===== config.mk =====
export PLATFORM = sky130hd
export DESIGN_NAME = seq_alu
export DESIGN_NICKNAME = d
export VERILOG_FILES = /design/src/rtl/seq_alu.sv
export SDC_FILE = /design/constraint.sdc
export NUM_CORES = 1
export LEC_CHECK = 0
export ABC_CLOCK_PERIOD_IN_PS = 21500
export CELL_PAD_IN_SITES_DETAIL_PLACEMENT = 0
export CELL_PAD_IN_SITES_GLOBAL_PLACEMENT = 1
export CORE_MARGIN = 2
export CORE_UTILIZATION = 40
export DETAILED_ROUTE_END_ITERATION = 10
export DONT_BUFFER_PORTS = 1
export PLACE_DENSITY = 0.67
export SLEW_MARGIN = 20
export SYNTH_ARGS = -nofsm -noshare
export SYNTH_HDL_FRONTEND = slang
export SYNTH_SLANG_ARGS = --single-unit

===== constraint.sdc =====
create_clock -name CLK -period 21.5 [get_ports CLK]
set_input_delay 2.15 -clock CLK [delete_from_list [all_inputs] [get_ports CLK]]
set_output_delay 2.15 -clock CLK [all_outputs]
set_load 0.005 [all_outputs]

===== src/rtl/seq_alu.sv =====
// Multi-cycle ALU: single-cycle shift/add/logic/compare, iterative
// shift-add multiply and restoring divide, one bit per cycle.
module seq_alu #(
  parameter int WIDTH = 32
) (
  input  logic             CLK,
  input  logic             nRST,
  input  logic             start,
  input  logic [3:0]       op,
  input  logic [WIDTH-1:0] porta,
  input  logic [WIDTH-1:0] portb,
  output logic             ready,
  output logic             done,
  output logic [WIDTH-1:0] porto,
  output logic [WIDTH-1:0] hi,
  output logic             n_flag,
  output logic             z_flag,
  output logic             v_flag,
  output logic             dz_flag
);

  localparam int SHW = $clog2(WIDTH);
  localparam int CW  = SHW + 1;
  localparam int M   = WIDTH - 1;

  localparam logic [3:0] OP_SLL  = 4'd0;
  localparam logic [3:0] OP_SRL  = 4'd1;
  localparam logic [3:0] OP_ADD  = 4'd2;
  localparam logic [3:0] OP_SUB  = 4'd3;
  localparam logic [3:0] OP_AND  = 4'd4;
  localparam logic [3:0] OP_OR   = 4'd5;
  localparam logic [3:0] OP_XOR  = 4'd6;
  localparam logic [3:0] OP_NOR  = 4'd7;
  localparam logic [3:0] OP_SLT  = 4'd8;
  localparam logic [3:0] OP_SLTU = 4'd9;
  localparam logic [3:0] OP_MULU = 4'd10;
  localparam logic [3:0] OP_MUL  = 4'd11;
  localparam logic [3:0] OP_DIVU = 4'd12;
  localparam logic [3:0] OP_DIV  = 4'd13;

  localparam logic [WIDTH-1:0]   ZERO_W  = {WIDTH{1'b0}};
  localparam logic [WIDTH-1:0]   ONES_W  = {WIDTH{1'b1}};
  localparam logic [WIDTH-1:0]   MIN_W   = {1'b1, {(WIDTH-1){1'b0}}};
  localparam logic [2*WIDTH-1:0] ZERO_2W = {(2*WIDTH){1'b0}};
  localparam logic [CW-1:0]      CNT_ONE = {{(CW-1){1'b0}}, 1'b1};
  localparam logic [CW-1:0]      CNT_END = CW'(WIDTH);

  typedef enum logic [0:0] {S_IDLE = 1'b0, S_BUSY = 1'b1} state_t;

  state_t           state_r;
  logic [3:0]       op_r;
  logic [CW-1:0]    cnt_r;
  logic [WIDTH-1:0] hi_w_r;
  logic [WIDTH-1:0] lo_w_r;
  logic [WIDTH-1:0] mcand_r;
  logic             sgn_xor_r;
  logic             sgn_a_r;
  logic             div_ovf_r;

  logic [WIDTH-1:0]   sum_s, diff_s, sc_res_s, sc_hi_s;
  logic               sc_v_s, sc_dz_s, sc_flags_s;
  logic               op_sgn_s, long_s, is_div_s, is_sgn_s, last_s;
  logic [CW-1:0]      cnt_inc_s;
  logic [WIDTH:0]     mul_sum_s, rem_sh_s, div_diff_s;
  logic [WIDTH-1:0]   step_hi_s, step_lo_s, fin_hi_s, fin_lo_s;
  logic [2*WIDTH-1:0] prod_s, prod_fin_s;
  logic               fin_v_s;

  // Two's-complement magnitude; the most negative value maps to 2^(WIDTH-1).
  function automatic logic [WIDTH-1:0] mag(input logic [WIDTH-1:0] x, input logic sgn);
    mag = (sgn && x[M]) ? (ZERO_W - x) : x;
  endfunction

  assign sum_s     = porta + portb;
  assign diff_s    = porta - portb;
  assign op_sgn_s  = (op == OP_MUL) || (op == OP_DIV);
  assign long_s    = (op == OP_MULU) || (op == OP_MUL) ||
                     (((op == OP_DIVU) || (op == OP_DIV)) && (portb != ZERO_W));
  assign is_div_s  = (op_r == OP_DIVU) || (op_r == OP_DIV);
  assign is_sgn_s  = (op_r == OP_MUL) || (op_r == OP_DIV);
  assign cnt_inc_s = cnt_r + CNT_ONE;
  assign last_s    = (cnt_inc_s == CNT_END);

  // Single-cycle results, including the divide-by-zero shortcut.
  always_comb begin
    sc_res_s   = ZERO_W;
    sc_hi_s    = ZERO_W;
    sc_v_s     = 1'b0;
    sc_dz_s    = 1'b0;
    sc_flags_s = 1'b1;
    case (op)
      OP_SLL:  sc_res_s = porta << portb[SHW-1:0];
      OP_SRL:  sc_res_s = porta >> portb[SHW-1:0];
      OP_ADD: begin
        sc_res_s = sum_s;
        sc_v_s   = (porta[M] == portb[M]) && (sum_s[M] != porta[M]);
      end
      OP_SUB: begin
        sc_res_s = diff_s;
        sc_v_s   = (porta[M] != portb[M]) && (diff_s[M] != porta[M]);
      end
      OP_AND:  sc_res_s = porta & portb;
      OP_OR:   sc_res_s = porta | portb;
      OP_XOR:  sc_res_s = porta ^ portb;
      OP_NOR:  sc_res_s = ~(porta | portb);
      OP_SLT:  sc_res_s = {{(WIDTH-1){1'b0}}, ($signed(porta) < $signed(portb))};
      OP_SLTU: sc_res_s = {{(WIDTH-1){1'b0}}, (porta < portb)};
      OP_MULU, OP_MUL: sc_res_s = ZERO_W;
      OP_DIVU, OP_DIV: begin
        sc_res_s = ONES_W;
        sc_hi_s  = porta;
        sc_dz_s  = 1'b1;
      end
      default: sc_flags_s = 1'b0;
    endcase
  end

  // One shift-add or restore-subtract step on the working registers.
  always_comb begin
    mul_sum_s  = {1'b0, hi_w_r} + (lo_w_r[0] ? {1'b0, mcand_r} : {(WIDTH+1){1'b0}});
    rem_sh_s   = {hi_w_r, lo_w_r[M]};
    div_diff_s = rem_sh_s - {1'b0, mcand_r};
    if (is_div_s) begin
      step_hi_s = div_diff_s[WIDTH] ? rem_sh_s[WIDTH-1:0] : div_diff_s[WIDTH-1:0];
      step_lo_s = {lo_w_r[WIDTH-2:0], ~div_diff_s[WIDTH]};
    end else begin
      step_hi_s = mul_sum_s[WIDTH:1];
      step_lo_s = {mul_sum_s[0], lo_w_r[M:1]};
    end
  end

  // Sign fix-up of the final step and overflow detection.
  always_comb begin
    prod_s     = {step_hi_s, step_lo_s};
    prod_fin_s = sgn_xor_r ? (ZERO_2W - prod_s) : prod_s;
    if (is_div_s) begin
      fin_lo_s = sgn_xor_r ? (ZERO_W - step_lo_s) : step_lo_s;
      fin_hi_s = sgn_a_r ? (ZERO_W - step_hi_s) : step_hi_s;
      fin_v_s  = div_ovf_r;
    end else begin
      fin_lo_s = prod_fin_s[WIDTH-1:0];
      fin_hi_s = prod_fin_s[2*WIDTH-1:WIDTH];
      fin_v_s  = is_sgn_s ? (fin_hi_s != {WIDTH{fin_lo_s[M]}}) : (fin_hi_s != ZERO_W);
    end
  end

  // Control FSM, iteration datapath and registered results.
  always_ff @(posedge CLK or negedge nRST) begin
    if (!nRST) begin
      state_r   <= S_IDLE;
      ready     <= 1'b1;
      done      <= 1'b0;
      porto     <= ZERO_W;
      hi        <= ZERO_W;
      n_flag    <= 1'b0;
      z_flag    <= 1'b0;
      v_flag    <= 1'b0;
      dz_flag   <= 1'b0;
      op_r      <= 4'd0;
      cnt_r     <= {CW{1'b0}};
      hi_w_r    <= ZERO_W;
      lo_w_r    <= ZERO_W;
      mcand_r   <= ZERO_W;
      sgn_xor_r <= 1'b0;
      sgn_a_r   <= 1'b0;
      div_ovf_r <= 1'b0;
    end else begin
      case (state_r)
        S_IDLE: begin
          if (start && ready) begin
            op_r <= op;
            if (long_s) begin
              state_r   <= S_BUSY;
              ready     <= 1'b0;
              done      <= 1'b0;
              cnt_r     <= {CW{1'b0}};
              hi_w_r    <= ZERO_W;
              lo_w_r    <= mag(porta, op_sgn_s);
              mcand_r   <= mag(portb, op_sgn_s);
              sgn_xor_r <= op_sgn_s & (porta[M] ^ portb[M]);
              sgn_a_r   <= op_sgn_s & porta[M];
              div_ovf_r <= (op == OP_DIV) && (porta == MIN_W) && (portb == ONES_W);
            end else begin
              done    <= 1'b1;
              porto   <= sc_res_s;
              hi      <= sc_hi_s;
              n_flag  <= sc_flags_s & sc_res_s[M];
              z_flag  <= sc_flags_s & (sc_res_s == ZERO_W);
              v_flag  <= sc_v_s;
              dz_flag <= sc_dz_s;
            end
          end else begin
            done <= 1'b0;
          end
        end
        S_BUSY: begin
          hi_w_r <= step_hi_s;
          lo_w_r <= step_lo_s;
          if (last_s) begin
            state_r <= S_IDLE;
            ready   <= 1'b1;
            done    <= 1'b1;
            cnt_r   <= {CW{1'b0}};
            porto   <= fin_lo_s;
            hi      <= fin_hi_s;
            n_flag  <= fin_lo_s[M];
            z_flag  <= (fin_lo_s == ZERO_W);
            v_flag  <= fin_v_s;
            dz_flag <= 1'b0;
          end else begin
            cnt_r <= cnt_inc_s;
            done  <= 1'b0;
          end
        end
        default: begin
          state_r <= S_IDLE;
          ready   <= 1'b1;
          done    <= 1'b0;
        end
      endcase
    end
  end

endmodule

Word-level counts from Yosys, hierarchy flattened
Index checks and enable logic that the tools add are counted.
{"block": "totals", "ff_bits": 180, "input_bits": 71, "output_inout_bits": 70, "word_cells": 160}
{"block": "classes", "addsub": 10, "order_cmp": 2, "eq_ne": 28, "n_shift": 2, "muxes": 64, "bitwise": 11, "reduce_logical": 26}
{"cell": "2-to-1 mux 32 bit", "n": 21}
{"cell": "case mux 32 bit (11 select lines)", "n": 1}
{"cell": "case mux 32 bit (2 select lines)", "n": 4}
{"cell": "subtractor 1 x 32 -> 32 bit (first input constant)", "n": 4}
{"cell": "equality test 32 bit (second input constant)", "n": 2}
{"cell": "logical NOT 32 bit", "n": 2}
{"cell": "less-than comparator 32 bit", "n": 2}
{"cell": "2-to-1 mux 64 bit", "n": 1}
{"cell": "nonzero test 32 bit", "n": 2}
{"cell": "subtractor 1 x 64 -> 64 bit (first input constant)", "n": 1}
{"cell": "equality test 4 bit (second input constant)", "n": 9}
{"cell": "adder 32 x 32 -> 33 bit", "n": 1}
{"cell": "subtractor 33 x 32 -> 33 bit", "n": 1}
{"cell": "adder 32 bit", "n": 1}
{"cell": "AND 32 bit", "n": 1}
{"cell": "!= test 32 bit", "n": 1}
{"cell": "inverter 32 bit", "n": 1}
{"cell": "bitwise OR 32 bit", "n": 1}
{"cell": "left shift 32 x 5 -> 32 bit", "n": 1}
{"cell": ">> shifter 32 x 5 -> 32 bit", "n": 1}
{"cell": "subtractor 32 bit", "n": 1}
{"cell": "XOR 32 bit", "n": 1}
{"cell": "2-to-1 mux 1 bit", "n": 25}
{"cell": "2-to-1 mux 6 bit", "n": 3}
{"cell": "21 further kinds", "n": 55}

Longest topological paths before layout
{"block": "depth", "depth_word": 10, "mapped_depth": 28, "ltp_nobuf": 26}

Least setup slack after synthesis
Ideal clock, no wire load.
{"block": "synth_path", "path_type": "input to register", "start": "input portb[2]", "end": "register z_flag", "setup_time_ps": 95, "arrival_ps": 7303, "t_required_ps": 21405, "setup_slack_ps": 14102, "path_stages": 23, "path_buffers": 5, "cell_sequence": "clkbuf_1 -> inv_2 -> buf_1 -> buf_1 -> clkbuf_1 -> ha_1 -> clkbuf_1 -> nor2b_1 -> o21a_1 -> o21ai_0 -> a211oi_1 -> o31ai_1 -> o31a_1 -> o21ai_0 -> a2111oi_0 -> or3b_2 -> a21oi_1 -> a2111oi_0 -> nand4_1 -> nor3b_1 -> nand4b_1 -> or2_2 -> o31ai_1"}
{"block": "synth_between", "elab_chain_len": 8, "elab_cells_between_ends": 21, "cone_classes": "add/sub: 2; order compare: 2; eq/ne: 1; shift: 2; mux: 4; bitwise: 5; reduce/logical: 5"}
{"item": "start, declared", "line": "11", "source": "input logic [WIDTH-1:0] portb,"}
{"item": "branches (longest 8 deep; another with subtractor 32 bit)"}
{"item": "end signal, assigned", "line": "188", "source": "z_flag <= sc_flags_s & (sc_res_s == ZERO_W);"}
{"item": "end signal, assigned", "line": "207", "source": "z_flag <= (fin_lo_s == ZERO_W);"}
{"item": "end, declared", "line": "17", "source": "output logic z_flag,"}
Several ways; the timed one is not identified. The select of a mux whose other input is x is not followed.
A chain may end at the register's enable or synchronous reset.

Final worst setup path
{"block": "layout_path", "start": "register lo_w_r[31]", "end": "register v_flag"}
{"block": "layout_between", "elab_chain_len": 10, "elab_cells_between_ends": 13, "cone_classes": "add/sub: 2; eq/ne: 1; mux: 8; bitwise: 1; reduce/logical: 1"}
{"item": "start, declared", "line": "54", "source": "logic [WIDTH-1:0] lo_w_r;"}
{"item": "start signal, assigned", "line": "178", "source": "lo_w_r <= mag(porta, op_sgn_s);"}
{"item": "start signal, assigned", "line": "198", "source": "lo_w_r <= step_lo_s;"}
{"item": "subtractor 33 x 32 -> 33 bit", "line": "122", "source": "div_diff_s = rem_sh_s - {1'b0, mcand_r};"}
{"item": "2-to-1 mux 32 bit or inverter 1 bit (tied branches)", "line": "124, 125"}
{"item": "2-to-1 mux 32 bit", "line": "123", "source": "if (is_div_s) begin"}
{"item": "subtractor 1 x 64 -> 64 bit", "line": "135", "source": "prod_fin_s = sgn_xor_r ? (ZERO_2W - prod_s) : prod_s;"}
{"item": "2-to-1 mux 64 bit *", "line": "135"}
{"item": "!= test 32 bit or nonzero test 32 bit (tied branches)", "line": "143", "source": "fin_v_s = is_sgn_s ? (fin_hi_s != {WIDTH{fin_lo_s[M]}}) : (fin_hi_s != ZERO_W);"}
{"item": "2-to-1 mux 1 bit *", "line": "143"}
{"item": "2-to-1 mux 1 bit *", "line": "136", "source": "if (is_div_s) begin"}
{"item": "2-to-1 mux 1 bit *", "line": "199", "source": "if (last_s) begin"}
{"item": "case mux 1 bit (2 select lines) *", "line": "168", "source": "case (state_r)"}
{"item": "end signal, assigned", "line": "189", "source": "v_flag <= sc_v_s;"}
{"item": "end signal, assigned", "line": "208", "source": "v_flag <= fin_v_s;"}
{"item": "end, declared", "line": "18", "source": "output logic v_flag,"}
Mark *: on every way between the ends. The rest lies on a longest branch, timed or not. The select of a mux whose other input is x is not followed.

==> qor.csv <==
metric,value,unit
initial detailed-routing violation count,3256,
cts bufs inserted,17,
unrepaired setup endpoints after global routing,no,
layout overhead on the synthesized area,4.39,%
# clock sinks,180,
row count,92,
maximum VDD drop,0.0000837,V
Leak Pwr,10.8,nW
R2R Path End,v_flag,
Critical Path Fanout Max,20,
"worst slack, placed",12770,ps
Worst EP arrival,9210,ps
period utilization,41.1,%
worst hold path type,flip-flop to flip-flop,
worst reg-to-reg path cell count,26,
Yosys warnings,0,
critical path endpoint category,flip-flop,
number of global-route vias before repair,27047,
WL per Instance,32.1,um
Worst EP required,21870,ps
"most common cell after layout, fill and taps aside",nand2_1,
Setup TNS Final,0,ps
hold-critical path depth,2,
first-pass GRT wire length,190,mm
status,"complete, no violations",
slack of the critical path,12670,ps
R2R Path Start,lo_w_r[31],
Post-Route WL,132,mm
most frequent cells in the layout,"nand2_1 (328), nor2_1 (324), a21oi_1 (297), o21ai_0 (223), dfrtp_1 (177)",
Post-CTS Hold Fix Bufs,0,
Post-synth EDFFs,0,
ys flop type,dfrtp_1,
initial core utilization,40.6,%
fin crit period,8840,ps
ys async rst share,100,%
core area,63300,sq um
Nets,3492,
Antenna diodes,0,
num ports,141,
Netlist cell types,102,
final setup vio count,0,
relative slew slack,18.7,%
IO buf count,0,
synthesized flop and latch total,180,
utilization after layout,42.4,%
final RePlAce weighted congestion,1.08,
total power,3.77,mW
Hold WS,497,ps
Layout fillers,6620,
Reg2Reg Setup Slack,12670,ps
worst clock skew,32.7,ps
post_cts resized,0,
startpoint types,flip-flop,
routed vias,28373,
Post-Syn Area,25700,sq um
max-cap violations,0,
sequential-to-total area share from yosys stat,17.5,%
DRC errors left,0,
Routed Antenna Nets,0,
Avg Synthesized Cell Area,7.47,sq um
via density per instance,6.91,
die width,258,um
GRT overflow,0,
H-Tree Level Count,4,
DRT Pass-1 Iters,7,
CTS tree,built,
"Clk pin slew, worst setup/hold paths",90,ps
root buffer cell,clkbuf_16,
Hold EP,ready,
Fin. Hold Viols,0,
Power Density,140,nW/um^2
post-DP HPWL,100,mm
critical hold path startpoint,ready,
chip height,258,um
Max clock buf depth,2,
Slew @ Worst Pin,1210,ps
clock latency on the worst-skew pair,510,ps
Mapped Cells,3445,
Final Slew Violations,0,
All-Layer GR Usage,38.4,%
Post-CTS Setup Bufs,0,
fmax,113,MHz
largest net degree at the start of global routing,181,
initial antenna violation count,3,
layout cell share with drive strength beyond 1,7.45,%
syn nets,3687,
Die ar.,66300,sq um
CP Class,flip-flop to flip-flop,
-- metrics by stage --
step,instance area (sq um),std cells
after floorplan,25700,3445
after global placement,26200,4076
after detailed placement,26200,4076
after CTS,26800,4108
after global routing,26800,4109
final,26800,4109
-- where the power goes --
| part | switching [mW] | internal (mW) | leakage (nW) |
|---|---|---|---|
| Clock | 0.189 | 0.161 | 0.300 |
| Sequential | 0.171 | 0.482 | 2.24 |
| Combinational | 1.82 | 0.946 | 8.25 |
| Total | 2.18 | 1.59 | 10.8 |
-- registers in the layout, indices dropped and copies added (netlist names) --
register and count:
hi 32, hi_w_r 32, lo_w_r 32, mcand_r 32, porto 32, cnt_r 6, op_r 4, div_ovf_r 1
done 1, dz_flag 1, n_flag 1, ready 1, sgn_a_r 1, sgn_xor_r 1, state_r 1, v_flag 1
z_flag 1
-- critical path, stage by stage, from the launching register on --
cell and delay (ps):
dfrtp_1 390, inv_1 90, ha_1 230, fa_1 400, nand2b_1 200, a21o_1 250
a2111o_1 540, a211oi_4 420, and3_1 220, buf_4 300, o41ai_2 90, buf_4 210
inv_1 70, ha_1 160, inv_1 70, a2111oi_0 880, nand4_1 480, nor3_2 660
nand4_1 460, nor2_1 280, a31oi_1 140, xnor2_1 200, or4b_1 540, or4_1 460
or4b_1 560, a2111oi_2 310, nor2_1 80
-- cells in the mapped netlist (27+ instances only) --
master | instances | area (sq um)
a31oi_1 | 50 | 313
nor3_1 | 100 | 500
buf_1 | 39 | 146
xor2_1 | 63 | 552
o211ai_1 | 28 | 210
xnor2_1 | 141 | 1230
a22oi_1 | 53 | 398
o21ai_0 | 223 | 1120
nand2_1 | 328 | 1230
mux4_2 | 59 | 1330
o221ai_1 | 44 | 385
a211oi_1 | 31 | 233
dfrtp_1 | 179 | 4480
nor4_1 | 37 | 231
clkbuf_1 | 215 | 807
inv_1 | 155 | 582
or3_1 | 35 | 219
and2_1 | 54 | 338
nor2_1 | 327 | 1230
a21oi_1 | 297 | 1490
a21o_1 | 46 | 345
o22ai_1 | 53 | 332
o31ai_1 | 36 | 270
a221o_1 | 27 | 270
ha_1 | 167 | 2090
nand3_1 | 71 | 355
nand4_1 | 49 | 307
nand2b_1 | 31 | 194
mux2i_1 | 80 | 801
-- cell type report --
| cell class | instances | area [sq um] | area share [%] |
|---|---|---|---|
| Sequential cell | 180 | 4510 | 16.8 |
| Inverter | 159 | 597 | 2.22 |
| Multi-Input combinational cell | 2834 | 19600 | 73.1 |
| Clock inverter | 15 | 194 | 0.722 |
| Timing Repair Buffer | 58 | 433 | 1.61 |
| Clock buffer | 17 | 425 | 1.58 |
| Tap cell | 846 | 1060 | 3.94 |
-- metal layers --
| metal | vias to the layer above | global-route usage, % | wire length, um |
|---|---|---|---|
| met5 | - | 0 | 46 |
| met4 | 6 | 24.1 | 9640 |
| met3 | 344 | 7.49 | 10900 |
| met2 | 1641 | 62.0 | 59900 |
| met1 | 13944 | 47.2 | 51300 |
| li1 | 12438 | - | - |
-- worst max path at each step --
stage	cells after the start	to	startpoint	slack, ps
final	26	v_flag	lo_w_r[31]	12670
after global routing	26	v_flag	lo_w_r[31]	12080
after CTS	26	v_flag	lo_w_r[31]	12710
after detailed placement	26	v_flag	lo_w_r[31]	12770
after global placement	26	v_flag	lo_w_r[31]	12900
after floorplan	23	z_flag	portb[2]	14100
-- cells by family (layout without fill, tap and decap cells) --
family / count (synthesis) / in the layout / share of synthesized area [%]
xor+xnor: 204 / 204 / 6.95
fa+ha+maj: 171 / 171 / 8.44
flops: 180 / 180 / 17.5
simple gates: 1160 / 1160 / 21.7
buf+inv: 431 / 249 / 6.52
mux: 156 / 156 / 9.02
compound gates: 1143 / 1143 / 29.8
Note: power is estimated with default switching activity, not from simulation.
